### src/rtl/tlut_pkg.sv
// tlut_pkg: shared FSM states and sizing helpers for the temporal-LUT dot-product engine
package tlut_pkg;

    typedef enum logic [1:0] {IDLE, RUN, DONE} state_e;

    function automatic int acc_width(int iw, int ww, int dim_a);
        return ww + iw + $clog2(dim_a);
    endfunction

    // prec of 0 or wider than the input selects the full input width
    function automatic logic [31:0] prec_mask(int prec, int iw);
        return ~(32'hFFFF_FFFF << ((prec <= 0 || prec > iw) ? iw : prec));
    endfunction

endpackage

### src/rtl/tlut_adder_tree.sv
// tlut_adder_tree: balanced binary sum of the enabled operands, each sign- or zero-extended to IN_W
module tlut_adder_tree #(
    parameter int N    = 4,
    parameter int OP_W = 8,
    parameter int IN_W = 14,
    parameter bit SIGNED = 1'b0
)(
    input  logic [N-1:0][OP_W-1:0] op_i,
    input  logic [N-1:0]           en_i,
    output logic [IN_W-1:0]        sum_o
);

    localparam int P = 1 << $clog2(N);

    // heap layout: leaves at P..2P-1, node i sums children 2i and 2i+1
    logic [IN_W-1:0] node [1:2*P-1];

    always_comb begin
        node = '{default: '0};
        for (int i = 0; i < N; i++)
            node[P+i] = !en_i[i] ? '0 : SIGNED ? IN_W'($signed(op_i[i])) : IN_W'(op_i[i]);
        for (int i = P - 1; i >= 1; i--)
            node[i] = node[2*i] + node[2*i+1];
    end

    assign sum_o = node[1];

endmodule

### src/rtl/tlut_dot_engine.sv
// tlut_dot_engine: DIM_C dot products via unary temporal coding; a counter sweeps up to max(x)
// and each cycle adds the weights whose input still exceeds it into per-channel accumulators.
module tlut_dot_engine
    import tlut_pkg::*;
#(
    parameter int DIM_A        = 4,
    parameter int DIM_C        = 4,
    parameter int INPUT_WIDTH  = 4,
    parameter int WEIGHT_WIDTH = 8,
    parameter int W_SIGNED     = 0,
    parameter int ACC_WIDTH    = acc_width(INPUT_WIDTH, WEIGHT_WIDTH, DIM_A)
)(
    input  logic                                          clk,
    input  logic                                          rst,
    input  logic                                          in_valid,
    output logic                                          in_ready,
    input  logic [DIM_A-1:0][INPUT_WIDTH-1:0]             in_x,
    input  logic [DIM_C-1:0][DIM_A-1:0][WEIGHT_WIDTH-1:0] in_w,
    input  logic [$clog2(INPUT_WIDTH):0]                  in_prec,
    output logic                                          out_valid,
    input  logic                                          out_ready,
    output logic [DIM_C-1:0][ACC_WIDTH-1:0]               out_y,
    output logic                                          busy
);

    state_e                                    state_q, state_d;
    logic [INPUT_WIDTH-1:0]                    cnt_q;
    logic [DIM_A-1:0][INPUT_WIDTH-1:0]         x_q;
    logic [DIM_C-1:0][DIM_A-1:0][WEIGHT_WIDTH-1:0] w_q;
    logic [DIM_C-1:0][ACC_WIDTH-1:0]           acc_q, sum;
    logic [DIM_A-1:0]                          temporal;
    logic [INPUT_WIDTH-1:0]                    mask;
    logic                                      accept, active;

    assign mask      = INPUT_WIDTH'(prec_mask(int'(in_prec), INPUT_WIDTH));
    assign in_ready  = (state_q == IDLE) || (state_q == DONE && out_ready);
    assign accept    = in_valid && in_ready;
    assign active    = |temporal;
    assign out_valid = state_q == DONE;
    assign busy      = state_q == RUN;
    assign out_y     = acc_q;

    for (genvar a = 0; a < DIM_A; a++) begin : g_tmp
        assign temporal[a] = x_q[a] > cnt_q;
    end

    for (genvar c = 0; c < DIM_C; c++) begin : g_ch
        tlut_adder_tree #(
            .N(DIM_A), .OP_W(WEIGHT_WIDTH), .IN_W(ACC_WIDTH), .SIGNED(W_SIGNED != 0)
        ) u_tree (
            .op_i(w_q[c]), .en_i(temporal), .sum_o(sum[c])
        );
    end

    // an accept always wins, which gives back-to-back operation straight out of DONE
    always_comb begin
        state_d = state_q;
        if (accept)
            state_d = RUN;
        else if (state_q == RUN && !active)
            state_d = DONE;
        else if (state_q == DONE && out_ready)
            state_d = IDLE;
    end

    always_ff @(posedge clk or posedge rst) begin
        if (rst) begin
            state_q <= IDLE;
            cnt_q   <= '0;
            x_q     <= '0;
            w_q     <= '0;
            acc_q   <= '0;
        end else begin
            state_q <= state_d;
            if (accept) begin
                x_q   <= in_x & {DIM_A{mask}};
                w_q   <= in_w;
                acc_q <= '0;
                cnt_q <= '0;
            end else if (state_q == RUN && active) begin
                cnt_q <= cnt_q + 1'b1;
                for (int c = 0; c < DIM_C; c++)
                    acc_q[c] <= acc_q[c] + sum[c];
            end
        end
    end

endmodule

### config.mk
export PLATFORM = sky130hd
export DESIGN_NAME = tlut_dot_engine
export DESIGN_NICKNAME = d
export VERILOG_FILES = /design/src/rtl/tlut_pkg.sv /design/src/rtl/tlut_adder_tree.sv /design/src/rtl/tlut_dot_engine.sv
export SDC_FILE = /design/constraint.sdc
export NUM_CORES = 1
export LEC_CHECK = 0
export ABC_AREA = 1
export CORE_MARGIN = 2
export CORE_UTILIZATION = 60
export CTS_CLUSTER_DIAMETER = 50
export DETAILED_ROUTE_END_ITERATION = 6
export HOLD_SLACK_MARGIN = 0.08
export PLACE_DENSITY = 0.87
export SYNTH_ARGS = -nofsm -noshare
export SYNTH_HDL_FRONTEND = slang
export SYNTH_SLANG_ARGS = --single-unit
### constraint.sdc
create_clock -name clk -period 15.5 [get_ports clk]
set_clock_uncertainty 0.1 [all_clocks]
set_input_delay 3.875 -clock clk [delete_from_list [all_inputs] [get_ports clk]]
set_output_delay 3.875 -clock clk [all_outputs]
set_load 0.05 [all_outputs]
==> results.ini <==
[run_status]
status=finished clean

[logic_synthesis]
synth-warning-count=0
ys_seq_elements=206
synth_edf_count=0
synthTopCellsByArea=dfrtp_1 (36%), nand2_1 (19%), fa_1 (13%)
ys_seq_area_share_pct=35.8
synth_cells=1915
syn-cell-area_um2=14400
syn_nets=2236
async_flop_share_pct=100
yosysTopAreaCell=dfrtp_1
syn_area_per_cell_um2=7.51
ys.flop_type=dfrtp_1
ys_types=26
synth_top_area_share_pct=35.8

[sta]
setup_total_negative_slack_ps=0
setup_ws_ps=6150
hold_violations=0
fin_crit_ps=9350
whs_ps=377
fin_crit_sh_pct=60.3
tightest_slew_ps=973
setup_viol=0
rsz0062_at_grt=no
slew_violations=0
relSlewSlack_pct=35.1
timing.fmax_mhz=107

[global_route]
grt_pass1_wl_mm=63.6
grt_pass1_vias=13000
grt-ovfl-total=0
grt_start_max_net_pins=132
grtUsageTotal_pct=31.1
antenna_found_initial=2

[setup_path]
required_ps=11520
crit_path_max_fanout=3
startpoint_type=input pin
arrival_ps=5380
path_class=in2out
crit_path_end_kind=output pin

[power_and_ir_drop]
leakage_nw=9.64
vdd_drop_max_mv=0.110
powerDensity_nw_per_um2=70.6

[floorplanning]
rows=56
start_util_pct=61.3
fp.dieH_um=159
core_area_um2=23500
io_pins=210
dieArea_um2=25200
fp.dieW_um=159

[cts]
cts_buffers=27
cts-root-buf=clkbuf_16
path_clk_slew_ps=50
clkLatencyLatePin_ps=550
holdBufCountCts=0
postCtsSetupBuffers=0
htree_levels=1
cts_tree=yes
cts_sinks=206
post_cts_resized=0
cts_buffer_depth=3

[cells_and_area]
nNetsFinal=2421
post-route-util_pct=74.8
multi_input_area_um2=7550
fillers=1754
drive_above_1_share_pct=4.15
regArea_um2=5150
area_growth_pct=22.1

[detailed_routing]
drt_first_pass_iters=5
ant_nets=0
drtIter0Drc=1026
wire_per_inst_um=15.8
routed_wl_mm=38.5
drc=0
num_vias=12900
via_per_inst=5.29

[flow_run]
maxCapViolCount=0

[place]
post-place-ws_ps=6150
hpwlAfterDp_mm=26.6
io_buffers=209
gp_congestion=0.881

[hold_path]
hold_class=reg2reg

==> registers in the layout, indices dropped and copies added, names as in the netlist <==
| register | count |
|---|---|
| x_q | 16 |
| out_y | 56 |
| cnt_q | 4 |
| w_q | 128 |
| state_q | 2 |
==> cell type report <==
cell class	instances	area share [%]
multi-input cells	1284	43.0
flip-flops and latches	206	29.3
repair buffers	215	12.2
inverters	366	7.88
clock buffers	35	4.25
well taps	319	2.27
clock inverters	15	1.07
diodes	1	0.0142
==> cell usage after synthesis, types with 2 or more instances <==
library cell	count
buf_1	4
o21ai_0	61
nand3_1	159
buf_2	36
nand2_2	4
xnor2_1	7
dfrtp_1	206
nand2_4	2
ha_1	78
buf_6	6
clkbuf_1	13
or2_2	17
nor2_1	86
a21boi_0	4
nand2_1	714
inv_1	358
a21oi_1	30
nor2_4	2
xor2_1	8
nand4_1	16
inv_2	8
fa_1	92
==> worst max-delay path, cell delays in order <==
cell             delay (ps)
clkdlybuf4s50_1         470
o21ai_1                  90
inv_2                   120
clkdlybuf4s50_1         810
==> cell families after synthesis <==
group	count (synthesis)	share of synthesized area [%]
AOI/OAI and AO/OA	98	3.57
xor gates and xnor gates	15	0.913
adders and majority gates	170	19.6
buffers and inverters	425	11.7
DFF	206	35.8
and+or+nand+nor	1001	28.4
==> report_power, final <==
group,switching [mW],leakage [nW],internal (mW)
sequential,0,2.40,0.538
clock,0.254,0.463,0.393
combinational,0.0209,6.78,0.0339
total,0.275,9.64,0.965
==> cells in the final DEF, fill, tap and decap left out, drive strengths merged <==
cell type	count
nand2	720
nand3	159
inv	369
clkinv	9
a21oi	30
o21ai	63
fa	92
or2	17
xnor2	7
diode	1
ha	78
clkbuf	35
buf	6
nand4	16
nor2	89
dfrtp	206
a22oi	1
a21boi	4
clkdlybuf4s50	209
xor2	8
bufinv	3
==> stage by stage <==
stage	std cells	power (mW)	cell area (µm²)
after floorplan	1915	0.557	14400
after CTS	2440	1.25	17600
after global placement	2390	0.603	16600
after global routing	2441	1.28	17600
after detailed placement	2390	0.603	16600
final	2441	1.24	17600
==> per-layer routing <==
| layer | vias to the layer above | share of wire [%] | GRT usage (%) |
|---|---|---|---|
| met5 | - | 0.042 | 0 |
| met4 | 2 | 5.6 | 15.1 |
| met3 | 132 | 6.7 | 5.09 |
| met2 | 514 | 48 | 51.9 |
| met1 | 6142 | 40 | 39.6 |
| li1 | 6119 | - | - |
==> path summary, 6_finish.rpt <==
path                            from        end  slack, ps  cells after the start
max in group asynchronous        rst  out_y[41]       9980                      3
hold / removal              w_q[125]   w_q[125]        380                      2
setup / recovery           out_ready   in_ready       6150                      4
setup reg to reg            cnt_q[2]  out_y[21]       9990                     22
hold reg to reg             w_q[125]   w_q[125]        380                      2
min in group asynchronous        rst     x_q[7]       3800                      2
Note: power is estimated with default switching activity, not from simulation.
